--- src/rtl/bus_arbiter_2m_pkg.sv ---
// Shared definitions for the two-master bus arbiter: state encodings,
// the default timeout configuration and the data pattern returned to a
// master whose transaction is forcibly terminated.
package bus_arbiter_2m_pkg;

   // Arbiter state encodings (kept as plain constants for legacy tools)
   localparam logic [1:0] ARB_IDLE  = 2'd0;
   localparam logic [1:0] ARB_BUSY0 = 2'd1;
   localparam logic [1:0] ARB_BUSY1 = 2'd2;

   // Default timeout: cycles a granted transaction may wait for ready
   localparam int DEFAULT_TIMEOUT = 1024;
   // Default timeout counter width; 2**DEFAULT_TW must exceed DEFAULT_TIMEOUT
   localparam int DEFAULT_TW = 11;

   // Read data presented to a master whose transaction timed out
   localparam logic [31:0] TIMEOUT_RDATA = 32'hDEADBEEF;

endpackage

--- src/rtl/bus_timeout_counter.sv ---
// Cycle counter that watches a granted bus transaction and flags when it
// has waited TIMEOUT-1 cycles without the slave's ready. Only instantiated
// by bus_arbiter_2m when BUS_TIMEOUT_EN is defined.
module bus_timeout_counter #(
   parameter int TIMEOUT = 1024,
   parameter int TW      = 11
) (
   input  logic clock,
   input  logic clear,
   input  logic enable,
   output logic expired
);

   logic [TW-1:0] count;

   // Count waiting cycles; clear has priority and doubles as the reset path
   always_ff @(posedge clock) begin
      if (clear) begin
         count <= '0;
      end else if (enable) begin
         count <= count + TW'(1);
      end
   end

   assign expired = (count == TW'(TIMEOUT - 1));

endmodule

--- src/rtl/bus_arbiter_2m.sv ---
// Two-master, single-slave round-robin arbiter for the CPU memory bus.
// A grant is held for the whole transaction until the slave's ready; one
// idle arbitration cycle separates consecutive slave transactions.
// Optional feature macro: BUS_TIMEOUT_EN -- forces termination (ready plus
// error, read data 0xDEADBEEF) of a transaction that waits TIMEOUT cycles.
module bus_arbiter_2m
   import bus_arbiter_2m_pkg::*;
#(
   parameter int TIMEOUT = DEFAULT_TIMEOUT,
   parameter int TW      = DEFAULT_TW
) (
   input  logic        i_clock,
   input  logic        i_reset,
   // master 0
   input  logic        i_m0_request,
   input  logic        i_m0_rw,
   input  logic [31:0] i_m0_address,
   input  logic [31:0] i_m0_wdata,
   output logic [31:0] o_m0_rdata,
   output logic        o_m0_ready,
   output logic        o_m0_error,
   // master 1
   input  logic        i_m1_request,
   input  logic        i_m1_rw,
   input  logic [31:0] i_m1_address,
   input  logic [31:0] i_m1_wdata,
   output logic [31:0] o_m1_rdata,
   output logic        o_m1_ready,
   output logic        o_m1_error,
   // slave fabric
   output logic        o_bus_request,
   output logic        o_bus_rw,
   output logic [31:0] o_bus_address,
   output logic [31:0] o_bus_wdata,
   input  logic [31:0] i_bus_rdata,
   input  logic        i_bus_ready
);

   // Reject a counter too narrow to ever reach TIMEOUT-1
   if (TIMEOUT >= (1 << TW)) begin : g_tw_check
      $error("bus_arbiter_2m: TW too narrow for TIMEOUT");
   end

   logic [1:0] state;
   logic [1:0] state_next;
   logic       last_grant;
   logic       last_grant_next;
   logic       sel;              // master currently steering the bus mux
   logic       busy;
   logic       granted_request;
   logic       timeout;
   logic       finish;

   // Pick the master driving the bus: the owner when busy, else the next in turn
   always_comb begin
      // NOTE: every always_comb output gets a default first so no path infers a latch.
      sel = ~last_grant;
      case (state)
         ARB_BUSY0: sel = 1'b0;
         ARB_BUSY1: sel = 1'b1;
         default:   sel = ~last_grant;
      endcase
   end

   assign busy            = (state == ARB_BUSY0) || (state == ARB_BUSY1);
   assign granted_request = sel ? i_m1_request : i_m0_request;

   assign o_bus_rw      = sel ? i_m1_rw      : i_m0_rw;
   assign o_bus_address = sel ? i_m1_address : i_m0_address;
   assign o_bus_wdata   = sel ? i_m1_wdata   : i_m0_wdata;
   // Request is forced low while idle or in reset so arbitration costs a bus cycle
   assign o_bus_request = ~i_reset & busy & granted_request;

`ifdef BUS_TIMEOUT_EN
   logic expired;

   bus_timeout_counter #(
      .TIMEOUT (TIMEOUT),
      .TW      (TW)
   ) u_timeout (
      .clock   (i_clock),
      .clear   (i_reset | ~busy),
      .enable  (busy & ~i_bus_ready),
      .expired (expired)
   );

   // A real ready in the expiry cycle wins, so timeout requires ready low
   assign timeout = ~i_reset & busy & expired & ~i_bus_ready;
`else
   assign timeout = 1'b0;
`endif

   // Completion (real or forced) is passed straight through to the owner
   assign finish = ~i_reset & busy & (i_bus_ready | timeout);

   assign o_m0_ready = finish  & (state == ARB_BUSY0);
   assign o_m1_ready = finish  & (state == ARB_BUSY1);
   assign o_m0_error = timeout & (state == ARB_BUSY0);
   assign o_m1_error = timeout & (state == ARB_BUSY1);
   assign o_m0_rdata = o_m0_error ? TIMEOUT_RDATA : i_bus_rdata;
   assign o_m1_rdata = o_m1_error ? TIMEOUT_RDATA : i_bus_rdata;

   // Round-robin grant from idle; leave busy on completion, timeout or abort
   always_comb begin
      state_next      = state;
      last_grant_next = last_grant;
      case (state)
         ARB_IDLE: begin
            if (i_m0_request && i_m1_request) begin
               state_next = last_grant ? ARB_BUSY0 : ARB_BUSY1;
            end else if (i_m0_request) begin
               state_next = ARB_BUSY0;
            end else if (i_m1_request) begin
               state_next = ARB_BUSY1;
            end
         end
         ARB_BUSY0, ARB_BUSY1: begin
            if (i_bus_ready || timeout) begin
               state_next      = ARB_IDLE;
               last_grant_next = (state == ARB_BUSY1);
            end else if (!granted_request) begin
               // Abort: the owner gave up without a ready, turn is not consumed
               state_next = ARB_IDLE;
            end
         end
         default: state_next = ARB_IDLE;
      endcase
   end

   // State register; reset drops any in-flight transaction and favours master 0
   always_ff @(posedge i_clock) begin
      // NOTE: sequential state uses non-blocking assignments so all registers update together.
      if (i_reset) begin
         state      <= ARB_IDLE;
         last_grant <= 1'b1;
      end else begin
         state      <= state_next;
         last_grant <= last_grant_next;
      end
   end

endmodule

--- config.mk ---
export PLATFORM = sky130hd
export DESIGN_NAME = bus_arbiter_2m
export DESIGN_NICKNAME = d
export VERILOG_FILES = /design/src/rtl/bus_arbiter_2m_pkg.sv /design/src/rtl/bus_timeout_counter.sv /design/src/rtl/bus_arbiter_2m.sv
export SDC_FILE = /design/constraint.sdc
export NUM_CORES = 1
export LEC_CHECK = 0
export CORE_AREA = 3 3 116 118
export CTS_CLUSTER_SIZE = 10
export DETAILED_ROUTE_END_ITERATION = 8
export DIE_AREA = 0 0 119 121
export PLACE_DENSITY = 0.66
export SETUP_SLACK_MARGIN = 0.5
export SYNTH_ARGS = -nofsm -noshare
export SYNTH_HDL_FRONTEND = slang
export SYNTH_HIERARCHICAL = 1
export SYNTH_SLANG_ARGS = --single-unit
--- constraint.sdc ---
create_clock -name i_clock -period 2.3 [get_ports i_clock]
set_input_delay 0.46 -clock i_clock [delete_from_list [all_inputs] [get_ports i_clock]]
set_output_delay 0.46 -clock i_clock [all_outputs]
set_load 0.05 [all_outputs]
After elaboration in Yosys (flattened, before gate mapping):

Cells that the tools add are included.

* flip-flop bits (word level): 3
* bits of input ports: 167
* word-level logic and storage cells: 31

* reductions and logical operators: 6
* bitwise logic cells: 7
* mux-type cells: 12
* equality and inequality tests: 4

Operators by type and width (number)
* 2-to-1 mux 32 bit: 2
* 2-to-1 mux 2 bit: 6
* bitwise AND 1 bit: 5
* inequality test 4 bit, second input constant: 1
* one-hot mux 2 bit (2 select lines): 1
* AND reduction 2 bit: 2
* inequality test 3 bit, second input constant: 1
* == test 2 x 1 -> 1 bit, second input constant: 1
* == test 2 bit, second input constant: 1
* zero test 2 bit: 1
* 2-to-1 mux 1 bit: 2
* inverter 1 bit: 2
* one-hot mux 1 bit (2 select lines): 1
* OR reduction 2 bit: 1
* logical AND 1 bit: 1
* logical OR 1 bit: 1

Logic depth before layout (Yosys ltp):

* depth in word-level cells: 6
* depth in mapped cells: 7
* depth with buffers taken out: 5

Least setup slack after synthesis:

OpenSTA, ideal clock, no wires.

* kind: flip-flop to output port
* start: reg state[0]
* end: out o_bus_address[11]
* arrival time: 1.789 ns
* data required time: 1.840 ns
* slack: 0.051 ns
* path buffers: 2
* stages on the path, launching flop included: 7
* cell sequence: dfxtp_1 inv_1 ha_1 a21oi_1 buf_4 buf_8 mux2_1

* cells in the longest elaborated chain, start to end: 3

RTL lines
* from (decl): RTL line bus_arbiter_2m.sv:44 `logic [1:0] state;`
* from (signal assigned): RTL line bus_arbiter_2m.sv:137 `state <= state_next;`
* == test 2 bit / == test 2 x 1 -> 1 bit (equally long branches): RTL line bus_arbiter_2m.sv:58 `case (state)`
* one-hot mux 1 bit (2 select lines) (*): RTL line bus_arbiter_2m.sv:58
* 2-to-1 mux 32 bit (*): RTL line bus_arbiter_2m.sv:69 `assign o_bus_address = sel ? i_m1_address : i_m0_address;`
* to (decl): RTL line bus_arbiter_2m.sv:33 `output logic [31:0] o_bus_address,`

Mark *: on every way between the ends. The rest lies on a longest branch, timed or not.

Final worst setup path:

* start: reg state[1]
* end: out o_bus_wdata[18]

* cells in the longest elaborated chain, start to end: 3

RTL lines
* == test 2 bit / == test 2 x 1 -> 1 bit (equally long branches): RTL line bus_arbiter_2m.sv:58
* one-hot mux 1 bit (2 select lines) (*): RTL line bus_arbiter_2m.sv:58
* 2-to-1 mux 32 bit (*): RTL line bus_arbiter_2m.sv:70 `assign o_bus_wdata = sel ? i_m1_wdata : i_m0_wdata;`
* to (decl): RTL line bus_arbiter_2m.sv:34 `output logic [31:0] o_bus_wdata,`

Marked as above.

==> summary.txt <==
Status
  – Status: finished, violations left
  – Failing checks: negative setup slack

Synthesis
  – Largest cells by area after synthesis: mux2_1 (36%), buf_4 (32%), mux2_2 (12%)
  – Yosys top cell area share: 0.361
  – Post-synthesis xor/xnor area fraction: 0
  – Netlist cell types: 19
  – Count of state elements after synthesis: 3
  – Post-synth EDFFs: 0
  – Post-synthesis sequential area ratio: 0.0385
  – Most common cell in the netlist: buf_4
  – Synth Instances: ~170
  – Leading area contributor after synthesis: mux2_1
  – Mean area per synthesized cell: between 9 and 10 um^2
  – Mux cell area share after synthesis: 0.489
  – Largest family of logic cells by synthesized area: multiplexers
  – Compound-Gate Fraction of Synth Area: 0.0249
  – Post-Synth Simple-Gate Area: 0.0425
  – Post-Synth Adder-Cell Area: 0.0241
  – YS warnings: 6
  – Top_reg_cell synth: dfxtp_1
  – Async SR Flop Fraction: 0
  – Commonest cells in the netlist: buf_4 (67), mux2_1 (50), mux2_2 (16)
  – Netlist Area Pre-Place: approximately 1600 um^2

Drt
  – Drt drc: 0
  – Routed vias/inst: roughly 3.7
  – Drt pass-1 iters: 4
  – Vias after detailed routing: 1808
  – Final ANT Viol Nets: 0
  – Routed WL: about 8.8 mm
  – Drt wl/cell: roughly 18 um
  – Initial DRC Count: 47

Pwr
  – Total power: 2.52 mW
  – Lkg Pwr: about 1.9 nW
  – Peak supply drop: between 0.3 and 0.4 mV
  – Seq pwr share: 0.027
  – Net Sw Frac: 0.451
  – Power share of the clock group: 0.112
  – Int Pwr: 1.38 mW
  – Power per cell area: just over 600 nW/um^2
  – NetSw: 1.14 mW
  – Combinational share of power: 0.861

STA
  – RSZ-0062 raised after global routing: yes
  – Final setup violation count: 65
  – Final hold vios: 0
  – Final period util: 1.05
  – Final total negative setup slack: -3.88 ns
  – Slew Limit Fails: 0
  – Clock skew: 0.0000958 ns
  – Worst Setup Slack, final: -0.123 ns
  – WHS: between 0.6 and 0.7 ns
  – Peak Freq: between 0.4 and 0.5 GHz
  – Min cycle time layout: about 2.4 ns

Setup path
  – Critical Path Start: state[1]
  – Crit path DAT: 1.96 ns
  – Worst Path Max Fanout: 8
  – Worst setup SP type: flop
  – Worst reg2reg path endpoint: state[1]
  – Slowest CP cell: dfxtp_2
  – Setup slack, reg-to-reg: approximately 0.58 ns
  – R2R depth: 5
  – Number of buffers and inverters on the critical path: 5
  – CP Class: reg2out
  – Worst R2R Start: state[1]
  – Crit. End Element: output pin
  – Worst path max stage delay: about 0.32 ns
  – Crit-path most repeated cell: buf_6
  – Cell family with most CP delay: buffers and inverters
  – Critical Path RT: ~1.8 ns
  – Crit-path cells: inv_2 > ha_4 > nor2_4 > a21oi_4 > buf_6 > buf_12 > buf_16 > mux2_4 > buf_6

Clocking
  – Total CTS buffers: 3
  – Skew-Pair Late Insertion Delay: ~0.23 ns
  – Clock buffer depth: 2
  – CTS tree: built
  – CTS clk-pin slew, worst paths: ~0.030 ns
  – CTS H-tree lvls: 1
  – Hold_buf cts: 0
  – CTS Root Cell: clkbuf_16
  – CTS Sinks: 3

Layout
  – Fin area: ~4100 um^2
  – Area Growth Syn to Fin: 161%
  – Layout cells sized above 1: 0.527
  – Nets: 488
  – Fin cells: ~490
  – Core Util, Final: 0.324
  – ANT cells: 0

Global routing
  – GRT Overall Usage: 0.111
  – Initial antenna violation count: 0
  – Vias in the first global route: slightly below 2000
  – Pin count of the biggest net entering global routing: 19
  – Overflow after GRT: 0
  – First-pass GRT wire length: between 10 and 15 mm

Job
  – Max-Cap Viols: 0

Placement
  – Post-placement cell area: 3500 um^2
  – Final Wtd Congestion: approximately 0.73
  – # port buffers: about 200
  – Pre-CTS setup slack: 0.0428 ns
  – Detailed placer's ending HPWL: around 6.9 mm
  – Cells after DPL: around 470

Worst hold path
  – Min-delay src: state[0]
  – Hold EP: state[0]
  – Worst min path class: reg2reg
  – WHS Path Cells: 3

Die
  – Die ar.: 14400 um^2
  – DIE HEIGHT: 121 um
  – Chip width: roughly 120 um
  – I/O pins: roughly 300
  – FP Rows: 41
  – Initial Util: 0.124
  – Core Area: ~13000 um^2
==> cell type report <==
cell class,count,area [um^2]
fillers,1253,8490
repair buffers,218,2480
multi-input cells,90,1230
well taps,172,215
clock buffers,4,78.8
flip-flops and latches,3,62.6
inverters,2,7.51
==> per-layer routing <==
metal / track usage / vias up / share of wire
met5: 0 / - / 0
met4: 0.0210 / 0 / 0.0097
met3: 0.0517 / 9 / 0.13
met2: 0.193 / 176 / 0.51
met1: 0.125 / 818 / 0.35
li1: - / 805 / -
==> worst max-delay path by stage <==
| stage | endpoint | slack, ns | cells past startpoint |
|---|---|---|---|
| floorplan | o_bus_address[11] | 0.31 | 7 |
| global placement | o_bus_address[31] | 0.09 | 7 |
| detailed placement | o_bus_address[31] | 0.04 | 7 |
| CTS | o_bus_wdata[20] | -0.13 | 9 |
| global route | o_bus_address[1] | -0.21 | 9 |
| finish | o_bus_wdata[18] | -0.12 | 9 |
==> tightest hold or removal path, delay by kind of cell (launching register included) <==
family,cells,cell delay [ns]
buffers and inverters,1,0.13
DFF,1,0.31
muxes,1,0.06
and+or+nand+nor,1,0.06
==> what timing repair did <==
| item | 4_1_cts | 5_1_grt |
|---|---|---|
| pin swaps | 2 | 2 |
| endpoints found under the hold margin | 0 | 0 |
| setup buffers | 6 | 3 |
| endpoints found under the setup margin | 68 | 69 |
| gates cloned | 4 | 1 |
| gates resized for setup | 71 | 5 |
==> power groups by stage <==
stage / clock network, mW / logic [mW] / registers, mW
6_report: 0.283 / 2.17 / 0.0672
3_5_place_dp: 0 / 1.83 / 0.0676
5_1_grt: 0.292 / 2.24 / 0.0678
4_1_cts: 0.285 / 2.13 / 0.0661
2_1_floorplan: 0 / 1.49 / 0.0664
3_3_place_gp: 0 / 1.82 / 0.0676
==> cells in the final DEF, fill, tap and decap left out, drive strengths merged <==
cell type and n:
clkdlybuf4s50 134, nand2b 3, clkbuf 5, conb 2
a21oi 1, a311o 1, dfxtp 3, mux2 66
nand3 1, inv 2, and3 2, a2bb2oi 1
ha 3, nor2b 3, nor2 3, a21boi 2
mux2i 2, buf 83
==> flip-flops by register name, indices dropped and copies added, names as in the netlist <==
register    cells
last_grant      1
state           2
==> cells by family (layout without fill, tap and decap cells) <==
logic type	Yosys count	count (layout)
other	1	2
DFF	3	3
AOI/OAI and AO/OA	5	5
and+or+nand+nor	12	12
buffers and inverters	75	224
adders and majority gates	3	3
muxes	68	68
Power figures use the tool's default switching activity.
